<file path="src/rtl/pipe_pkg.sv">
// Shared types and constants for the elastic pipeline-stage buffer.
package pipe_pkg;

   localparam int unsigned WB_W   = 2;
   localparam int unsigned M_W    = 4;
   localparam int unsigned EX_W   = 5;
   localparam int unsigned CTRL_W = WB_W + M_W + EX_W;

   // Encoding matches the number of words held, so occupancy is a direct cast.
   typedef enum logic [1:0] {
      EMPTY = 2'd0,
      ONE   = 2'd1,
      FULL  = 2'd2
   } pipe_state_e;

   typedef logic [1:0] occupancy_t;

   localparam logic [CTRL_W-1:0] CTRL_BUBBLE = '0;

endpackage

</file>
<file path="src/rtl/pipe_stage_buf_if.sv">
// Handshake, payload, flush and statistics bundle for one pipeline boundary.
interface pipe_stage_buf_if #(
   parameter int unsigned DATA_W = 32,
   parameter int unsigned CTRL_W = pipe_pkg::CTRL_W,
   parameter int unsigned CNT_W  = 16
);

   logic              in_valid;
   logic              in_ready;
   logic [DATA_W-1:0] in_data;
   logic [CTRL_W-1:0] in_ctrl;
   logic              out_valid;
   logic              out_ready;
   logic [DATA_W-1:0] out_data;
   logic [CTRL_W-1:0] out_ctrl;
   logic              flush;
   logic [1:0]        occupancy;
   logic [CNT_W-1:0]  stall_cnt;
   logic [CNT_W-1:0]  flush_cnt;

   // Side that drives words in and consumes them (pipeline / bench).
   modport master (
      output in_valid, in_data, in_ctrl, out_ready, flush,
      input  in_ready, out_valid, out_data, out_ctrl, occupancy, stall_cnt, flush_cnt
   );

   // The buffer itself.
   modport slave (
      input  in_valid, in_data, in_ctrl, out_ready, flush,
      output in_ready, out_valid, out_data, out_ctrl, occupancy, stall_cnt, flush_cnt
   );

endinterface

</file>
<file path="src/rtl/sat_counter.sv">
// Event counter that sticks at all-ones instead of wrapping.
module sat_counter #(
   parameter int unsigned CNT_W = 16
) (
   input  logic             clk,
   input  logic             rst,
   input  logic             inc,
   output logic [CNT_W-1:0] count
);

   localparam logic [CNT_W-1:0] CNT_MAX = '1;

   always_ff @(posedge clk) begin
      if (rst) begin
         count <= '0;
      end else if (inc && (count != CNT_MAX)) begin
         count <= count + CNT_W'(1);
      end
   end

endmodule

</file>
<file path="src/rtl/pipe_stage_buf.sv">
// Two-entry elastic pipeline register with flush and bubble insertion.
// Define PIPE_STAGE_BUF_STATS_EN to build the stall/flush statistics counters.
module pipe_stage_buf #(
   parameter int unsigned DATA_W = 32,
   parameter int unsigned CTRL_W = pipe_pkg::CTRL_W,
   parameter int unsigned CNT_W  = 16
) (
   input logic             clk,
   input logic             rst,
   pipe_stage_buf_if.slave bus
);

   import pipe_pkg::*;

   pipe_state_e       state_q, state_d;
   logic [DATA_W-1:0] h_data_q, h_data_d, s_data_q, s_data_d;
   logic [CTRL_W-1:0] h_ctrl_q, h_ctrl_d, s_ctrl_q, s_ctrl_d;
   logic              in_ready_c, out_valid_c, in_fire_c, out_fire_c;

   // Handshake is a pure function of the state register.
   assign in_ready_c  = (state_q != FULL);
   assign out_valid_c = (state_q != EMPTY);
   assign in_fire_c   = bus.in_valid & in_ready_c;
   assign out_fire_c  = out_valid_c & bus.out_ready;

   // Next-state and storage steering.
   always_comb begin
      state_d  = state_q;
      h_data_d = h_data_q;
      h_ctrl_d = h_ctrl_q;
      s_data_d = s_data_q;
      s_ctrl_d = s_ctrl_q;
      if (bus.flush) begin
         state_d = EMPTY;
      end else begin
         unique case (state_q)
            EMPTY: begin
               if (in_fire_c) begin
                  state_d  = ONE;
                  h_data_d = bus.in_data;
                  h_ctrl_d = bus.in_ctrl;
               end
            end
            ONE: begin
               if (in_fire_c && out_fire_c) begin
                  h_data_d = bus.in_data;
                  h_ctrl_d = bus.in_ctrl;
               end else if (in_fire_c) begin
                  state_d  = FULL;
                  s_data_d = bus.in_data;
                  s_ctrl_d = bus.in_ctrl;
               end else if (out_fire_c) begin
                  state_d = EMPTY;
               end
            end
            FULL: begin
               if (out_fire_c) begin
                  state_d  = ONE;
                  h_data_d = s_data_q;
                  h_ctrl_d = s_ctrl_q;
               end
            end
            default: state_d = EMPTY;
         endcase
      end
   end

   always_ff @(posedge clk) begin
      if (rst) begin
         state_q  <= EMPTY;
         h_data_q <= '0;
         h_ctrl_q <= '0;
         s_data_q <= '0;
         s_ctrl_q <= '0;
      end else begin
         state_q  <= state_d;
         h_data_q <= h_data_d;
         h_ctrl_q <= h_ctrl_d;
         s_data_q <= s_data_d;
         s_ctrl_q <= s_ctrl_d;
      end
   end

   assign bus.in_ready  = in_ready_c;
   assign bus.out_valid = out_valid_c;
   assign bus.out_data  = h_data_q;
   assign bus.out_ctrl  = out_valid_c ? h_ctrl_q : CTRL_W'(CTRL_BUBBLE);
   assign bus.occupancy = occupancy_t'(state_q);

`ifdef PIPE_STAGE_BUF_STATS_EN
   sat_counter #(.CNT_W(CNT_W)) u_stall_cnt (
      .clk   (clk),
      .rst   (rst),
      .inc   (out_valid_c & ~bus.out_ready),
      .count (bus.stall_cnt)
   );

   sat_counter #(.CNT_W(CNT_W)) u_flush_cnt (
      .clk   (clk),
      .rst   (rst),
      .inc   (bus.flush),
      .count (bus.flush_cnt)
   );
`else
   assign bus.stall_cnt = CNT_W'(0);
   assign bus.flush_cnt = CNT_W'(0);
`endif

endmodule

</file>
<file path="src/flat_wrapper.sv">
// flat-port wrapper written by rule: the top's interface ports become plain ports
module pipe_stage_buf_flat import pipe_pkg::*;
#(
   parameter int unsigned DATA_W = 32,
   parameter int unsigned CTRL_W = pipe_pkg::CTRL_W,
   parameter int unsigned CNT_W  = 16
)
  (clk, rst, bus_in_valid, bus_in_data, bus_in_ctrl, bus_out_ready, bus_flush, bus_in_ready, bus_out_valid, bus_out_data, bus_out_ctrl, bus_occupancy, bus_stall_cnt, bus_flush_cnt);
  pipe_stage_buf_if #(.DATA_W(DATA_W), .CTRL_W(CTRL_W), .CNT_W(CNT_W)) bus_i ();
  input logic clk;
  input logic rst;
  input wire logic [$bits(bus_i.in_valid)-1:0] bus_in_valid;
  input wire logic [$bits(bus_i.in_data)-1:0] bus_in_data;
  input wire logic [$bits(bus_i.in_ctrl)-1:0] bus_in_ctrl;
  input wire logic [$bits(bus_i.out_ready)-1:0] bus_out_ready;
  input wire logic [$bits(bus_i.flush)-1:0] bus_flush;
  output wire logic [$bits(bus_i.in_ready)-1:0] bus_in_ready;
  output wire logic [$bits(bus_i.out_valid)-1:0] bus_out_valid;
  output wire logic [$bits(bus_i.out_data)-1:0] bus_out_data;
  output wire logic [$bits(bus_i.out_ctrl)-1:0] bus_out_ctrl;
  output wire logic [$bits(bus_i.occupancy)-1:0] bus_occupancy;
  output wire logic [$bits(bus_i.stall_cnt)-1:0] bus_stall_cnt;
  output wire logic [$bits(bus_i.flush_cnt)-1:0] bus_flush_cnt;
  assign bus_i.in_valid = bus_in_valid;
  assign bus_i.in_data = bus_in_data;
  assign bus_i.in_ctrl = bus_in_ctrl;
  assign bus_i.out_ready = bus_out_ready;
  assign bus_i.flush = bus_flush;
  assign bus_in_ready = bus_i.in_ready;
  assign bus_out_valid = bus_i.out_valid;
  assign bus_out_data = bus_i.out_data;
  assign bus_out_ctrl = bus_i.out_ctrl;
  assign bus_occupancy = bus_i.occupancy;
  assign bus_stall_cnt = bus_i.stall_cnt;
  assign bus_flush_cnt = bus_i.flush_cnt;
  pipe_stage_buf #(.DATA_W(DATA_W), .CTRL_W(CTRL_W), .CNT_W(CNT_W)) u_core (.clk(clk), .rst(rst), .bus(bus_i));
endmodule
</file>
<file path="config.mk">
export PLATFORM = sky130hd
export DESIGN_NAME = pipe_stage_buf_flat
export DESIGN_NICKNAME = d
export VERILOG_FILES = /design/src/rtl/pipe_pkg.sv /design/src/rtl/pipe_stage_buf_if.sv /design/src/rtl/sat_counter.sv /design/src/rtl/pipe_stage_buf.sv /design/src/flat_wrapper.sv
export SDC_FILE = /design/constraint.sdc
export NUM_CORES = 1
export LEC_CHECK = 0
export BUFFER_PORTS_ARGS = -buffer_cell sky130_fd_sc_hd__buf_2
export CAP_MARGIN = 20
export CORE_MARGIN = 4
export CORE_UTILIZATION = 50
export CTS_BUF_LIST = sky130_fd_sc_hd__clkbuf_4 sky130_fd_sc_hd__clkbuf_8 sky130_fd_sc_hd__clkbuf_16
export DETAILED_ROUTE_END_ITERATION = 10
export GPL_ROUTABILITY_DRIVEN = 0
export PLACE_DENSITY = 0.76
export SLEW_MARGIN = 20
export SYNTH_ARGS = -nofsm -noshare
export SYNTH_HDL_FRONTEND = slang
export SYNTH_SLANG_ARGS = --single-unit
</file>
<file path="constraint.sdc">
create_clock -name clk -period 2.03 [get_ports clk]
set_clock_uncertainty 0.1 [all_clocks]
set_input_delay 0.1015 -clock clk [delete_from_list [all_inputs] [get_ports clk]]
set_output_delay 0.1015 -clock clk [all_outputs]
set_load 0.005 [all_outputs]
</file>
==> out/qor.csv, run 1 <==
metric,value,unit
rsz0062_at_grt,false,
r2r_end,u_core.s_data_q[8],
setup_slack,0.192,ns
cp.required,2.13,ns
cts_tree,done,
dieArea,9730,um2
crit_fanout,27,
ir_worst_vdd,0.494,mV
row_count,32,
netlist_top_cells_area,"dfxtp_1 43%, a21oi_1 11%, mux2i_1 10%, nand2_1 8.0%, or3_1 6.7%",
r2r-start,u_core.bus.occupancy[0],
clock_tree.buffer_depth,2,
critPathTopFamily,buffers and inverters,
r2r_slack,0.26,ns
routed_wl,9640,um
cp_cell_sequence,dlygate4sd3_1 -> buf_2 -> nand2b_1 -> or3_2 -> buf_4 -> nand2_1 -> a21oi_1,
clk_latency,0.35,ns
die_w,98.6,um
cpMaxStageDelayCell,dlygate4sd3_1,
grt_max_degree,61,
worstMarginPinSlew,0.737,ns
critPathKind,input pin to register,
yosysTopAreaCell,dfxtp_1,
busiest_layer,met2,
clk_pin_slew,0.08,ns
layout.nets,659,
endpoint_kind,register,
avgSynthCellArea,8.31,um2
grt_util_all_layers,20.0,%
drive_gt1_share,20.6,%
max_slew_margin,50.8,%
max_freq,544,MHz
slowest_delay,0.54,ns
vias,3687,
ioPinCount,127,
core-area,7850,um2
syn_inst,494,
grt_pass1_wl,16200,um
root_buffer,clkbuf_8,
synth_seq_area_share,42.9,%
worst_setup_path_start_kind,input pin,
h-tree-depth,3,
dp_slack,0.254,ns
fin_util,65.5,%
antenna_found_initial,0,
gr-total-overflow,0,
maxCapViolCount,0,
clock_sinks,88,
holdCritPathClass,input pin to register,
finalSetupViolations,0,
power.density,675,nW/um2
drv_slew,0,
cp.depth,7,
crit_end,u_core.s_data_q[8],
min_period_over_period,90.6,%
syn2layout_area_growth,25.1,%
layout_common_cells,"94 x buf_2, 88 x nand2_1, 88 x dfxtp_1",
min_period,1.84,ns
fp.dieH,98.6,um
detail-route-antenna-nets,0,
use_met3,5.24,%
status,"finished, final reports clean",
wl_per_cell,13.4,um
final_common_cell,buf_2,
use_met1,23.3,%
crit_buf_inv,3,
power,3470,uW
yosysWarnings,0,
syn_area,4110,um2
setup_tns,0,ns
cts_resized,0,
worst-r2r-cell-count,5,
synth_cell_types,25,
final_cell_count_no_fill,718,
antennaDiodeCount,0,
ys_seq_elements,88,
grt_pass1_vias,3609,
p_leak,0.00236,uW
portBuffers,94,
cts_buffers,9,
first_pass_iters,4,
hold_viol,0,
worstSetupStartpoint,bus_out_ready,
use_met2,35.4,%
viasPerCell,5.14,
start_util,52.3,%
drtIter0Drc,119,
synth_top_area_share,42.9,%
drc,0,
arrival,1.94,ns
place_hpwl,6210,um
place_inst,658,
==> state kept, by name, summed over array words and instances, names as in the netlist <==
register              flops
u_core.bus.out_data      32
u_core.s_data_q          32
u_core.h_ctrl_q          11
u_core.s_ctrl_q          11
u_core.bus.occupancy      2
==> metrics by stage <==
| step | hold WS (ns) | area (um2) |
|---|---|---|
| after CTS | 0.0754 | 5140 |
| final | 0.0948 | 5140 |
| after floorplan | 0.0912 | 4220 |
| after global placement | 0.234 | 4490 |
| after detailed placement | 0.245 | 4490 |
| after global routing | 0.121 | 5140 |
==> worst min-delay path by stage <==
| stage | startpoint | end | cells after the start |
|---|---|---|---|
| after floorplan | bus_out_ready | u_core.bus.occupancy[1] | 1 |
| after global placement | bus_out_ready | u_core.bus.occupancy[1] | 2 |
| after detailed placement | bus_out_ready | u_core.bus.occupancy[1] | 2 |
| after CTS | bus_in_valid | u_core.bus.occupancy[0] | 4 |
| after global routing | bus_in_valid | u_core.bus.occupancy[0] | 4 |
| final | bus_in_valid | u_core.bus.occupancy[0] | 4 |
==> report_power, final <==
group          total, uW  internal, uW  leakage [uW]  switching (uW)
clock network       1250           661      0.000110             584
logic                422           204       0.00153             218
registers           1800          1770      0.000714            23.9
total               3470          2640       0.00236             826
==> tightest hold or removal path: stages <==
cell	delay, ns
buf_2	0.11
o21a_1	0.13
o22a_1	0.12
nor3_1	0.04
==> repair_timing <==
item / in CTS / in global routing
hold endpoints to repair: 44 / 0
hold buffers: 44 / 0
buffers inserted: 0 / 0
==> cell usage after synthesis <==
master,n
dfxtp_1,88
nand2_1,88
a21oi_1,87
or3_1,44
mux2i_1,43
buf_4,33
o21ai_1,29
clkbuf_1,26
o21ai_0,14
nor2b_1,12
buf_2,11
buf_12,4
nand2b_1,3
a2111oi_0,1
a21oi_2,1
and3b_1,1
buf_1,1
buf_6,1
conb_1,1
inv_1,1
nor2_1,1
nor3_1,1
nor3_2,1
o21a_1,1
o22a_1,1
==> cell families (layout without fill, tap and decap cells) <==
kind of cell           after synthesis  count (layout)  share of synthesized area [%]
AND/OR/NAND/NOR                    151             151                           17.7
other                                1              32                         0.0913
flip-flops                          88              88                           42.9
buffers and inverters               77             168                           12.2
AO/OA/AOI/OAI                      134             134                           16.7
multiplexers                        43              43                           10.5
==> cell type report <==
type / count / area, um2
multi-input cells: 360 / 1980
inverters: 1 / 3.75
well taps: 102 / 128
clock inverters: 3 / 40.0
repair buffers: 151 / 1060
clock buffers: 13 / 166
flip-flops and latches: 88 / 1760
fillers: 655 / 2710
==> routing by layer <==
| layer | vias up | routed length, um |
|---|---|---|
| li1 | 1853 | - |
| met5 | - | 0 |
| met1 | 1706 | 4110 |
| met2 | 110 | 4770 |
| met4 | 0 | 174 |
| met3 | 18 | 583 |
Power figures use the tool's default switching activity.
==> run 2, diff against run 1 <==
--- a/config.mk
+++ b/config.mk
@@ -9,7 +9,6 @@
 export CAP_MARGIN = 20
 export CORE_MARGIN = 4
 export CORE_UTILIZATION = 50
-export CTS_BUF_LIST = sky130_fd_sc_hd__clkbuf_4 sky130_fd_sc_hd__clkbuf_8 sky130_fd_sc_hd__clkbuf_16
 export DETAILED_ROUTE_END_ITERATION = 10
 export GPL_ROUTABILITY_DRIVEN = 0
 export PLACE_DENSITY = 0.76
==> run 2 against run 1 <==
  * Sequential share of layout area rose by 0.050 points
  * Flip-flop and latch count did not move
  * Die area did not move
  * Design area fell by 0.15%
  * Clock power fell by 3%
  * Critical endpoint unchanged
  * Non-clock buffer count did not move
  * Largest cell class unchanged
  * Combinational power barely moved
  * Highest routed layer unchanged
  * Setup slack improved by 0.0023 ns
==> out/qor.csv, run 2 (synthesized netlist as in run 1, its figures left out) <==
metric,value,unit
status,"finished, final reports clean",
critPathKind,input pin to register,
min_period,1.84,ns
grt_pass1_wl,16200,um
power.density,670,nW/um2
finalSetupViolations,0,
wl_per_cell,13.4,um
row_count,32,
holdCritPathClass,input pin to register,
antenna_found_initial,0,
h-tree-depth,3,
root_buffer,clkbuf_8,
portBuffers,94,
gr-total-overflow,0,
max_slew_margin,50.5,%
grt_pass1_vias,3609,
cts_tree,done,
layout.nets,659,
die_w,98.6,um
ioPinCount,127,
dieArea,9730,um2
max_freq,545,MHz
routed_wl,9650,um
grt_util_all_layers,20.0,%
cp.required,2.13,ns
detail-route-antenna-nets,0,
min_period_over_period,90.4,%
final_common_cell,buf_2,
hold_start,bus_in_valid,
p_leak,0.00235,uW
clk_latency,0.35,ns
arrival,1.94,ns
worstSetupStartpoint,bus_out_ready,
layout_common_cells,"94 x buf_2, 88 x nand2_1, 88 x dfxtp_1",
setup_tns,0,ns
clock_sinks,88,
drive_gt1_share,20.3,%
r2r-start,u_core.bus.occupancy[0],
rsz0062_at_grt,false,
power,3430,uW
clk_pin_slew,0.08,ns
maxCapViolCount,0,
worstMarginPinSlew,0.742,ns
whs,0.0958,ns
place_hpwl,6210,um
setup_slack,0.194,ns
endpoint_kind,register,
drv_slew,0,
hold_viol,0,
crit_fanout,27,
syn2layout_area_growth,24.9,%
fp.dieH,98.6,um
ir_worst_vdd,0.494,mV
grt_max_degree,61,
dp_slack,0.254,ns
post_cts_buffers,0,
drtIter0Drc,125,
worst_setup_path_start_kind,input pin,
vias,3699,
core-area,7850,um2
drc,0,
clock_tree.buffer_depth,2,
first_pass_iters,4,
cts_buffers,9,
start_util,52.3,%
viasPerCell,5.15,
antennaDiodeCount,0,
## run 2: cell count changes in the layout (fill, tap and decap cells not counted)
| cell | delta |
|---|---|
| clkbuf_1 | +2 |
| clkbuf_4 | -2 |
## run 2: per-stage QoR
| step | utilization, % | area (um2) | cells |
|---|---|---|---|
| global placement | 57.2 | 4490 | 658 |
| CTS | 65.4 | 5130 | 718 |
| global route | 65.4 | 5130 | 718 |
| detailed placement | 57.2 | 4490 | 658 |
| finish | 65.4 | 5130 | 718 |
| floorplan | - | 4220 | 525 |
## run 2: metal layers
metal  vias up  routed length [um]  GRT usage, %
li1       1854                   -             -
met1      1713                4130          23.3
met2       114                4750          35.4
met3        18                 588          5.24
met4         0                 174          6.93
met5         -                   0             0
## run 2: path summary, 6_finish.rpt
| check | endpoint | slack, ns | depth (start not counted) |
|---|---|---|---|
| max | u_core.s_data_q[8] | 0.19 | 7 |
| min | u_core.bus.occupancy[0] | 0.1 | 4 |
| max reg2reg | u_core.s_data_q[8] | 0.26 | 5 |
| min reg2reg | u_core.s_data_q[5] | 0.36 | 2 |
## run 2: critical path: stages
cell	delay, ns
dlygate4sd3_1	0.54
buf_2	0.15
nand2b_1	0.24
or3_2	0.50
buf_4	0.24
nand2_1	0.10
a21oi_1	0.06
## run 2: report_power, final
part / internal (uW) / leakage (uW) / total [uW] / switching (uW)
clock network: 634 / 0.000103 / 1210 / 580
logic: 204 / 0.00153 / 422 / 217
registers: 1770 / 0.000714 / 1800 / 24.0
## run 2: area by class of cell
cell class                 instances  area, um2
clock buffer                      13        159
clock inverter                     3       40.0
fill                             659       2720
sequential                        88       1760
inverter                           1       3.75
tap                              102        128
multi-input combinational        360       1980
timing repair buffer             151       1060
## run 2: timing repair
item,4_1_cts,5_1_grt
hold buffers,44,0
hold endpoints to repair,44,0
gates resized for setup,0,0
==> run 3, diff against run 2 <==
--- a/config.mk
+++ b/config.mk
@@ -11,8 +11,9 @@
 export CORE_UTILIZATION = 50
 export DETAILED_ROUTE_END_ITERATION = 10
 export GPL_ROUTABILITY_DRIVEN = 0
-export PLACE_DENSITY = 0.76
+export PLACE_DENSITY = 0.75
 export SLEW_MARGIN = 20
 export SYNTH_ARGS = -nofsm -noshare
 export SYNTH_HDL_FRONTEND = slang
+export SYNTH_HIERARCHICAL = 1
 export SYNTH_SLANG_ARGS = --single-unit
==> run 3 against run 2 <==
  * Maximum frequency fell by 5.6%
  * Die area rose by 6.7%
  * Non-clock buffer count rose by 15
  * Synthesized area rose by 7.3%
  * Sequential power rose by 3%
  * Flip-flop and latch count did not move
  * Sequential share of layout area fell by 2.7 points
  * Final cell count fell by 3.5%
  * Synthesized cell count fell by 6.9%
  * Hold slack got worse by 0.030 ns
  * Global-route usage rose by 2.6 points
  * Setup slack got worse by 0.11 ns
  * Critical path type unchanged
==> out/qor.csv, run 3 <==
metric,value,unit
status,"finished, final reports clean",
arrival,2.09,ns
hold_viol,0,
detail-route-antenna-nets,0,
yosysWarnings,6,
routed_wl,11800,um
multi_input_area,2270,um2
avgSynthCellArea,9.58,um2
yosysMostFrequentCell,dfxtp_1,
place_hpwl,7430,um
drtIter0Drc,200,
fp.dieH,102,um
min_period_over_period,95.8,%
portBuffers,94,
gr-total-overflow,0,
grt_util_all_layers,22.6,%
max_freq,514,MHz
syn_inst,460,
synth_common_cells,"88 x dfxtp_1, 47 x a211oi_1",
synth_flop_cell,dfxtp_1,
finalSetupViolations,0,
synth_enable_flop_cells,0,
post_cts_buffers,0,
syn2layout_area_growth,26.7,%
grt_max_degree,78,
path_common_cell,dlygate4sd3_1,
crit_fanout,17,
ioPinCount,127,
drv_slew,0,
critPathTopFamily,buffers and inverters,
rsz0062_at_grt,true,
final_cell_count_no_fill,693,
h-tree-depth,3,
layout.nets,631,
ys_seq_elements,88,
row_count,33,
dieArea,10400,um2
viasPerCell,5.70,
grt_pass1_wl,18800,um
regArea,1760,um2
synth_top_area_share,40.0,%
nFillCells,695,
clock_sinks,88,
wl_per_cell,17.0,um
dp_slack,0.311,ns
drive_gt1_share,30.6,%
syn_area,4410,um2
endpoint_kind,register,
holdCritPathClass,input pin to register,
ir_worst_vdd,0.499,mV
maxCapViolCount,0,
place_inst,625,
power.density,688,nW/um2
worst_setup_path_start_kind,input pin,
slowest_delay,0.56,ns
cpMaxStageDelayCell,dlygate4sd3_1,
drc,0,
vias,3948,
synth_seq_area_share,40.0,%
cp.required,2.17,ns
setup_slack,0.0856,ns
antennaDiodeCount,0,
cp_cell_sequence,dlygate4sd3_1 -> buf_2 -> nand4bb_2 -> buf_4 -> o21ai_0 -> a21oi_1 -> dlygate4sd3_1,
critPathKind,input pin to register,
fin_util,66.6,%
grt_pass1_vias,3830,
netlist_top_cells_area,"dfxtp_1 40%, a211oi_2 11%, mux2i_1 9.8%, a211oi_1 8.0%, buf_4 5.8%",
async_reset_ff_share,0,%
clk_latency,0.35,ns
p_leak,0.00244,uW
root_buffer,clkbuf_8,
final_common_cell,buf_2,
cp.depth,7,
clk_pin_slew,0.08,ns
first_pass_iters,4,
power,3840,uW
hold_depth,4,
layout_common_cells,"93 x buf_2, 86 x dfxtp_1, 52 x dlygate4sd3_1",
cts_tree,done,
antenna_found_initial,0,
clock_tree.buffer_depth,2,
die_w,102,um
cts_buffers,9,
synth_cell_types,28,
worst-r2r-cell-count,4,
min_period,1.94,ns
core-area,8380,um2
start_util,52.6,%
yosysTopAreaCell,dfxtp_1,
crit_buf_inv,4,
[run 3: report_power, final]
part           internal (uW)  total (uW)  switching, uW
Sequential              1810        1860           51.9
Clock                    720        1330            609
Combinational            300         650            350
Total                   2830        3840           1010
[run 3: final timing paths]
path | start | endpoint | slack [ns]
setup / recovery | bus_out_ready | u_core/s_data_q[8] | 0.09
hold / removal | bus_in_valid | u_core/bus.occupancy[0] | 0.07
setup reg to reg | u_core/bus.occupancy[0] | u_core/bus.occupancy[1] | 0.14
hold reg to reg | u_core/s_data_q[20] | u_core/s_data_q[20] | 0.38
[run 3: stage by stage]
step	cell area [um2]	hold slack (ns)	TNS, ns
floorplan	4520	0.0860	0
finish	5580	0.0659	0
detailed placement	4820	0.266	0
CTS	5570	0.0550	0
global placement	4820	0.258	0
global route	5580	0.0681	-0.0142
[run 3: cells by family (layout without fill, tap and decap cells)]
family,count (synthesis),count (layout),synth area share [%]
AOI/OAI and AO/OA,176,176,29.7
DFF,88,88,40.0
buffers and inverters,87,184,12.0
and+or+nand+nor,64,64,8.12
muxes,44,44,10.1
other,1,32,0.0851
[run 3: tightest hold or removal path, cell delays in order]
cell and delay, ns:
buf_2 0.14, nand2_1 0.06, a21o_1 0.11, a211oi_1 0.06
[run 3: metal layers]
metal | GRT usage [%] | vias up | wire, um
met5 | 0 | - | 0
met4 | 6.56 | 0 | 203
met3 | 5.53 | 17 | 912
met2 | 37.9 | 169 | 5800
met1 | 29.1 | 1880 | 4860
li1 | - | 1882 | -
[run 3: area by class of cell]
cell class / instances / share of cell area (%)
Timing Repair Buffer: 166 / 21.3
Inverter: 2 / 0.135
Clock inverter: 6 / 1.48
Clock buffer: 10 / 2.47
Sequential cell: 88 / 31.6
Tap cell: 105 / 2.35
Multi-Input combinational cell: 316 / 40.7
[run 3: what timing repair did]
action	in CTS	in global routing
setup endpoints to repair	0	7
hold endpoints to repair	49	0
hold buffers	52	0
resized for setup	0	5
